**src/rtl/aes_pkg.sv**
```systemverilog
// Shared definitions for the AES decryption sequencer.
// Contents:
//   KEY_W / DATA_W   default key and block bus widths
//   AES128..AES256   mode encodings; MODE_ILLEGAL is rejected at accept time
//   state_t          sequencer states
//   nr_of()          number of AES rounds for a mode
package aes_pkg;

  localparam int KEY_W  = 256;
  localparam int DATA_W = 128;

  localparam logic [1:0] AES128       = 2'd0;
  localparam logic [1:0] AES192       = 2'd1;
  localparam logic [1:0] AES256       = 2'd2;
  localparam logic [1:0] MODE_ILLEGAL = 2'd3;

  typedef enum logic [2:0] {
    IDLE,
    KLOAD,
    KFWD,
    KREV,
    DEC,
    OUT
  } state_t;

  // The illegal mode never reaches a running job, so it simply shares the
  // AES-128 round count.
  function automatic logic [4:0] nr_of(input logic [1:0] mode);
    case (mode)
      AES192:  return 5'd12;
      AES256:  return 5'd14;
      default: return 5'd10;
    endcase
  endfunction

endpackage

```
**src/rtl/aes_seq_counter.sv**
```systemverilog
// 5-bit loadable up-counter with a terminal-count compare.
// Ports:
//   clk, rst_n  clock and asynchronous active-low reset
//   load        force count to load_val (takes priority over en)
//   load_val    value loaded when load=1
//   en          increment by one
//   term        terminal value to compare against
//   count       current count
//   at_term     count equals term (combinational)
module aes_seq_counter (
  input  logic       clk,
  input  logic       rst_n,
  input  logic       load,
  input  logic [4:0] load_val,
  input  logic       en,
  input  logic [4:0] term,
  output logic [4:0] count,
  output logic       at_term
);

  always_ff @(posedge clk or negedge rst_n) begin
    if (!rst_n) begin
      count <= 5'd0;
    end else if (load) begin
      count <= load_val;
    end else if (en) begin
      count <= count + 5'd1;
    end
  end

  assign at_term = (count == term);

endmodule

```
**src/rtl/aes_inv_sequencer.sv**
```systemverilog
// Sequencer for one AES decryption: key load, forward key-schedule sweep,
// then a reverse sweep with the inverse cipher running in lock-step.
// Ports:
//   start/start_ready/mode_in/key_in/ct_in  host request handshake
//   ke_load/ke_rev/ke_mode/ke_key/ke_round  key_expansion control and monitor
//   ic_load/ic_en/ic_data/ic_out/ic_done    inv_cipher control and result
//   pt_out/pt_valid/pt_ready                plaintext valid/ready handshake
//   busy, err                               status; err is sticky until next accept
module aes_inv_sequencer #(
  parameter int KEY_W  = aes_pkg::KEY_W,
  parameter int DATA_W = aes_pkg::DATA_W,
  parameter int SLACK  = 4
) (
  input  logic              clk,
  input  logic              rst_n,
  input  logic              start,
  output logic              start_ready,
  input  logic [1:0]        mode_in,
  input  logic [KEY_W-1:0]  key_in,
  input  logic [DATA_W-1:0] ct_in,
  output logic              ke_load,
  output logic              ke_rev,
  output logic [1:0]        ke_mode,
  output logic [KEY_W-1:0]  ke_key,
  input  logic [4:0]        ke_round,
  output logic              ic_load,
  output logic              ic_en,
  output logic [DATA_W-1:0] ic_data,
  input  logic [DATA_W-1:0] ic_out,
  input  logic              ic_done,
  output logic [DATA_W-1:0] pt_out,
  output logic              pt_valid,
  input  logic              pt_ready,
  output logic              busy,
  output logic              err
);

  import aes_pkg::*;

  state_t            state, state_next;
  logic [1:0]        mode_reg;
  logic [KEY_W-1:0]  key_reg;
  logic [DATA_W-1:0] ct_reg;
  logic [DATA_W-1:0] pt_reg;
  logic              err_reg;
  logic [4:0]        nr;
  logic [4:0]        term;
  logic [4:0]        count;
  logic              at_term;
  logic              cnt_load;
  logic              cnt_en;
  logic              accept;

  assign nr      = nr_of(mode_reg);
  assign accept  = (state == IDLE) && start;
  assign ke_mode = mode_reg;
  assign ke_key  = key_reg;
  assign ic_data = ct_reg;
  assign pt_out  = pt_reg;
  assign err     = err_reg;

  // One counter serves both sweeps. KFWD ends on count L-1 (= Nr); DEC
  // times out on count L+SLACK-1 (= Nr+SLACK), i.e. after L+SLACK cycles.
  aes_seq_counter u_counter (
    .clk      (clk),
    .rst_n    (rst_n),
    .load     (cnt_load),
    .load_val (5'd0),
    .en       (cnt_en),
    .term     (term),
    .count    (count),
    .at_term  (at_term)
  );

  always_ff @(posedge clk or negedge rst_n) begin
    if (!rst_n) begin
      state <= IDLE;
    end else begin
      state <= state_next;
    end
  end

  always_comb begin
    state_next  = state;
    start_ready = 1'b0;
    busy        = 1'b1;
    ke_load     = 1'b0;
    ic_load     = 1'b0;
    ke_rev      = 1'b0;
    ic_en       = 1'b0;
    pt_valid    = 1'b0;
    cnt_load    = 1'b0;
    cnt_en      = 1'b0;
    term        = nr;
    case (state)
      IDLE: begin
        start_ready = 1'b1;
        busy        = 1'b0;
        if (start && (mode_in != MODE_ILLEGAL)) begin
          state_next = KLOAD;
        end
      end
      KLOAD: begin
        ke_load    = 1'b1;
        ic_load    = 1'b1;
        cnt_load   = 1'b1;
        state_next = KFWD;
      end
      KFWD: begin
        cnt_en = 1'b1;
        if (at_term) begin
          state_next = KREV;
        end
      end
      KREV: begin
        ke_rev     = 1'b1;
        ic_en      = 1'b1;
        cnt_load   = 1'b1;
        state_next = DEC;
      end
      DEC: begin
        ke_rev = 1'b1;
        ic_en  = 1'b1;
        cnt_en = 1'b1;
        term   = nr + 5'(SLACK);
        // A result arriving on the timeout cycle still counts.
        if (ic_done) begin
          state_next = OUT;
        end else if (at_term) begin
          state_next = IDLE;
        end
      end
      OUT: begin
        ke_rev   = 1'b1;
        pt_valid = 1'b1;
        if (pt_ready) begin
          state_next = IDLE;
        end
      end
      default: begin
        state_next = IDLE;
      end
    endcase
  end

  always_ff @(posedge clk or negedge rst_n) begin
    if (!rst_n) begin
      mode_reg <= 2'd0;
      key_reg  <= '0;
      ct_reg   <= '0;
      pt_reg   <= '0;
      err_reg  <= 1'b0;
    end else begin
      if (accept) begin
        mode_reg <= mode_in;
        key_reg  <= key_in;
        ct_reg   <= ct_in;
        err_reg  <= (mode_in == MODE_ILLEGAL);
      end else if ((state == DEC) && !ic_done && at_term) begin
        err_reg <= 1'b1;
      end else if ((state == KFWD) && (ke_round > nr)) begin
        // Schedule overrun is flagged only; the job keeps going.
        err_reg <= 1'b1;
      end
      if ((state == DEC) && ic_done) begin
        pt_reg <= ic_out;
      end
    end
  end

endmodule

```
**config.mk**
```make
export PLATFORM = sky130hd
export DESIGN_NAME = aes_inv_sequencer
export DESIGN_NICKNAME = d
export VERILOG_FILES = /design/src/rtl/aes_pkg.sv /design/src/rtl/aes_seq_counter.sv /design/src/rtl/aes_inv_sequencer.sv
export SDC_FILE = /design/constraint.sdc
export NUM_CORES = 1
export LEC_CHECK = 0
export BUFFER_PORTS_ARGS = -buffer_cell sky130_fd_sc_hd__buf_2
export CAP_MARGIN = 20
export CORE_AREA = 4 4 402 404
export DETAILED_ROUTE_END_ITERATION = 6
export DIE_AREA = 0 0 406 408
export GPL_TIMING_DRIVEN = 1
export HOLD_SLACK_MARGIN = 0.15
export PLACE_DENSITY = 0.3
export SYNTH_ARGS = -nofsm -noshare
export SYNTH_HDL_FRONTEND = slang
export SYNTH_HIERARCHICAL = 1
export SYNTH_SLANG_ARGS = --single-unit
```
**constraint.sdc**
```tcl
create_clock -name clk -period 4.4 [get_ports clk]
set_input_delay 0.88 -clock clk [delete_from_list [all_inputs] [get_ports clk]]
set_output_delay 0.88 -clock clk [all_outputs]
set_load 0.03 [all_outputs]
```
Word level (Yosys, flattened, before mapping)
Index checks and enable logic that the tools add are counted.
{ "totals": {"regBits": 523, "output_inout_bits": 522} }
{ "classes": {"addsub": 2, "n_lt_le_gt_ge": 1, "eq_ne": 14, "mux": 21, "n_reduce_logical": 15} }
{ "op_table": {"columns": ["op", "count"], "rows": [
  ["$pmux 3 s6", 1],
  ["$mux 3", 5],
  ["$mux 5", 3],
  ["$mux 1", 11],
  ["$eq 3x2->1 const B", 2],
  ["$eq 3x3->1 const B", 2],
  ["$logic_and 1x1->1", 6],
  ["$ne 2x2->1 const B", 3],
  ["$pmux 3 s2", 1],
  ["$reduce_or 2->1", 3],
  ["$add 5x1->5 const B", 1],
  ["$add 5x3->5 const B", 1],
  ["$eq 5x5->1", 1],
  ["$gt 5x4->1", 1],
  ["$eq 2x2->1 const B", 2],
  ["$reduce_and 4->1", 1],
  ["$eq 3x1->1 const B", 1],
  ["$logic_not 3->1", 1],
  ["$ne 3x3->1 const B", 1],
  ["$reduce_bool 3->1", 1],
  ["$reduce_or 3->1", 1],
  ["$eq 2x1->1 const B", 1],
  ["$ne 2x1->1 const B", 1],
  ["$reduce_bool 2->1", 1],
  ["$logic_not 1->1", 1]
]} }

Depth between registers and ports, before layout
{ "depth": {"ltp_word": 8, "depth_mapped": 12, "depth_no_buf": 12} }

By module
Netlist, hierarchy kept.
{ "modules_own_cells": {"columns": ["module", "instances", "cells_each", "area_each_um2"], "rows": [
  ["aes_inv_sequencer", 1, 1143, 21114.0],
  ["aes_seq_counter", 1, 31, 302.8]
]} }

Worst setup path after synthesis
Ideal clock, no wire load.
{ "synth_timing": {"kind": "register to output", "from": "register state[0]", "to": "output ke_load", "arrival_time_ps": 1572, "required_ps": 3520, "slack_ps": 1948, "path_stages_with_launch": 5, "path_cell_list": "dfrtp_1 -> buf_4 -> inv_1 -> nor3_1 -> buf_4"} }
{ "synth_between": {"elab_chain_cells": 2} }
{ "synth_lines": {"columns": ["item", "line", "rtl"], "rows": [
  ["start, declared", "aes_inv_sequencer.sv:40", "state_t state, state_next;"],
  ["start signal, assigned", "aes_inv_sequencer.sv:79", "state <= state_next;"],
  ["$eq 3x1->1", null, null],
  ["$mux 1", null, null],
  ["end, declared", "aes_inv_sequencer.sv:21", "output logic ke_load,"]
]} }
No other way between the ends.

Worst setup path after layout
{ "layout_timing": {"from": "register state[0]", "to": "output ic_en"} }
{ "layout_between": {"elab_chain_cells": 3, "elab_cells_between_ends": 4, "cone_classes": "eq/ne: 2; mux: 1; reduce/logical: 1"} }
{ "layout_lines": {"columns": ["item", "line", "rtl"], "rows": [
  ["$eq 3x3->1 or $eq 3x2->1 (tied branches)", "aes_inv_sequencer.sv:95", "case (state)"],
  ["$reduce_or 2->1 (no source line) (*)", null, null],
  ["$mux 1 (*)", "aes_inv_sequencer.sv:95", null],
  ["end, declared", "aes_inv_sequencer.sv:27", "output logic ic_en,"]
]} }
Mark *: on every way between the ends. The rest lies on a longest branch, timed or not.

==> impl_metrics.csv <==
group,metric,value,unit
run_status,status,"complete, no violations",
job,timing.max_cap.violations,0,
synth,syn_inst,1174,
finish,nNetsFinal,2800,
setup_path,critPathSlowestCell,"dfrtp_1",
global_route,grt_remaining_overflow,0,
floorplan,io_pins,1046,
route,route.vias.total,14340,
finish,layout-drive-gt1-share,0.7347,
global_route,antenna_found_initial,44,
global_route,grt_pass1_vias,16140,
synth,synthDominantCellAreaShare,0.6111,
route,drt-pass1-iter-count,4,
floorplan,fp.dieW,406,µm
synth,synth_seq_cells,523,
route,drc,0,
placement,dp_cells,4268,
synth,async_reset_ff_frac,1.000,
clocking,htreeDepth,3,
clocking,cts_resized,0,
synth,synth_top_cell_by_area,"dfrtp_1",
clocking,clk_pin_slew,0.05,ns
pwr,power_density,931.6,mW/mm²
placement,place_congestion,0.8231,
synth,syn_area_per_cell,18.24,µm²
timing,rsz0062_at_grt,"no",
clocking,numCtsBuffers,72,
synth,yosysUniqueCellTypes,35,
pwr,p_leak,15.00,nW
route,drt_iter0_drc,560,
clocking,clock-root-buffer,"clkbuf_16",
floorplan,rows,146,
clocking,cts.path.max_buffers,3,
pwr,seqPwrFrac,0.302,
clocking,clock_latency,0.64,ns
clocking,cts_setup_buffers,0,
synth,synthSimpleGateAreaFrac,0.008471,
route,drt-total-wl,87.18,mm
pwr,peakVddDrop,382.8,µV
synth,synth_xor_area_frac,0.004090,
route,routedWlPerCell,19.76,µm
synth,synthAdderAreaFrac,0.003505,
floorplan,core,0.1578,mm²
global_route,grt_pass1_wl,120.8,mm
route,vias_per_cell,3.251,
pwr,intPower,0.01654,W
timing,setup_tns,0,ns
timing,hold_viol,0,
global_route,grt_usage,0.1011,
timing,finClkSkew,0.01845,ns
timing,slew_viol_final,0,
setup_path,path_cells,"inv_1 > nor2_1 > nand2_1 > o21ai_0 > buf_2",
synth,yosysSeqAreaShare,0.6111,
setup_path,startpoint_type,"flip-flop",
synth,synth_compound_area_frac,0.004148,
setup_path,r2r_setup_slack,1.72,ns
pwr,swShare,0.4313,
synth,synth_mux_area_frac,0.3233,
timing,slew_headroom,0.3674,
setup_path,path_class,"flip-flop to output port",
floorplan,die_y,408,µm
synth,ys_warn_count,6,
setup_path,cpLargestDelayFamily,"simple AND/OR/NAND/NOR gates",
floorplan,start_util,0.1357,
setup_path,cp.arrival,2.60,ns
pwr,p_clk_frac,0.207,
placement,hpwl,68.72,mm
pwr,p_comb_frac,0.491,
placement,io_buffers,1045,
timing,min_period,3.478,ns
timing,timing.fmax,0.2875,GHz
synth,synth_top_flop_cell,"dfrtp_1",
timing,tightest_slew,0.9489,ns
setup_path,slowest_delay,0.55,ns
hold_path,hold_path.class,"primary input to asynchronous set/reset pin",
finish,final_cells,4411,
timing,hold_ws,0.2797,ns
synth,synth_edf_count,0,
clocking,cts.sinks,523,
clocking,cts_tree,"done",
finish,largest_register_ffs,256,
synth,synth_area_leaders,"dfrtp_1 61%, mux2_4 21%, mux2_2 11%",
timing,setup_viol,0,
setup_path,crit_path_end_kind,"output port",
setup_path,crit_buf_inv,2,
route,antenna_left,0,
global_route,grt_start_max_net_pins,85,
floorplan,dieArea,0.1656,mm²
finish,layout-area-overhead-vs-synth,45.72,%
synth,synthesis.area,0.02142,mm²
synth,synth_top_family_by_area,"multiplexers",
pwr,p_switching,0.01254,W
synth,yosysMostFrequentCell,"dfrtp_1",
timing,period_share,0.7904,
synth,ys_top_cells_by_count,"523 x dfrtp_1, 300 x mux2_4, 214 x mux2_2",
clocking,cts_hold_buf,0,
setup_path,critical_path.max_fanout,10,
setup_path,cp.required,3.52,ns
[power groups by stage]
| stage | sequential [W] | clock [W] | combinational (W) |
|---|---|---|---|
| finish | 0.00878 | 0.00603 | 0.0143 |
| global route | 0.00909 | 0.00651 | 0.0150 |
| CTS | 0.00881 | 0.00634 | 0.0146 |
| detailed placement | 0.00883 | 0 | 0.0145 |
| global placement | 0.00885 | 0 | 0.0145 |
| floorplan | 0.0135 | 0 | 0.00545 |
[path summary, 6_finish.rpt]
check	from	to	cells after the start
setup / recovery	state[0]$_DFFE_PN0P_	ic_en	5
min in group clk	key_in[100]	ke_key[100]$_DFFE_PN0P_	2
hold / removal	rst_n	ke_key[154]$_DFFE_PN0P_	1
max in group asynchronous	rst_n	pt_out[94]$_DFFE_PN0P_	2
hold reg to reg	pt_out[86]$_DFFE_PN0P_	pt_out[86]$_DFFE_PN0P_	1
setup reg to reg	state[1]$_DFFE_PN0P_	ke_key[205]$_DFFE_PN0P_	4
[cell usage in the layout, fill, tap and decap left out, types with 2 or more instances in the layout]
cell type / netlist / layout
nor2_1: 8 / 8
xnor2_1: 6 / 6
dfrtp_1: 523 / 523
nand4_1: 2 / 2
clkbuf_1: 1 / 18
clkinv_2: 0 / 10
clkbuf_16: 0 / 75
nand2b_1: 3 / 3
conb_1: 1 / 6
mux2_2: 214 / 214
clkinvlp_4: 0 / 3
buf_12: 33 / 11
a21oi_1: 2 / 2
buf_2: 0 / 1044
o21ai_0: 7 / 7
clkinv_8: 0 / 3
inv_1: 9 / 9
ha_1: 6 / 6
bufinv_16: 0 / 5
xor2_1: 4 / 4
and2_4: 1 / 2
buf_4: 13 / 23
nor3_1: 2 / 2
clkbuf_8: 0 / 14
nand2_1: 10 / 10
diode_2: 0 / 13
mux2_4: 300 / 300
[per-stage QoR]
step | util | cell area (µm²) | worst slack, ns | total power, W
2_1_floorplan | - | 21440 | 1.948 | 0.01891
3_3_place_gp | 0.1820 | 28730 | 1.438 | 0.02333
3_5_place_dp | 0.1820 | 28730 | 1.478 | 0.02338
4_1_cts | 0.1975 | 31180 | 0.7084 | 0.02973
5_1_grt | 0.1977 | 31200 | 0.6384 | 0.03059
6_report | 0.1977 | 31210 | 0.9222 | 0.02907
[kinds of logic (layout without fill, tap and decap cells)]
kind of cell,count (synthesis),count (layout)
XOR/XNOR,10,10
flip-flops,523,523
buffers and inverters,71,1218
adder cells (fa/ha/maj),6,6
AND/OR/NAND/NOR,33,33
AO/OA/AOI/OAI,15,15
multiplexers,515,515
other,1,19
[per-layer routing]
layer	up-vias	global-route usage	part of all wire
li1	6340	-	-
met1	7191	0.09489	0.33
met2	629	0.1913	0.54
met3	168	0.04008	0.092
met4	12	0.04432	0.035
met5	-	0	0.0011
[final cells by class]
cell class                      count  area, µm²
Antenna cell                       13      32.53
Clock buffer                      107       2137
Clock inverter                     23      310.3
Fill cell                       17240     126600
Inverter                            9      33.78
Multi-Input combinational cell    585       7382
Sequential cell                   523      13090
Tap cell                         2072       2592
Timing Repair Buffer             1079       5633
No activity file was read; power rests on OpenSTA's default activity.
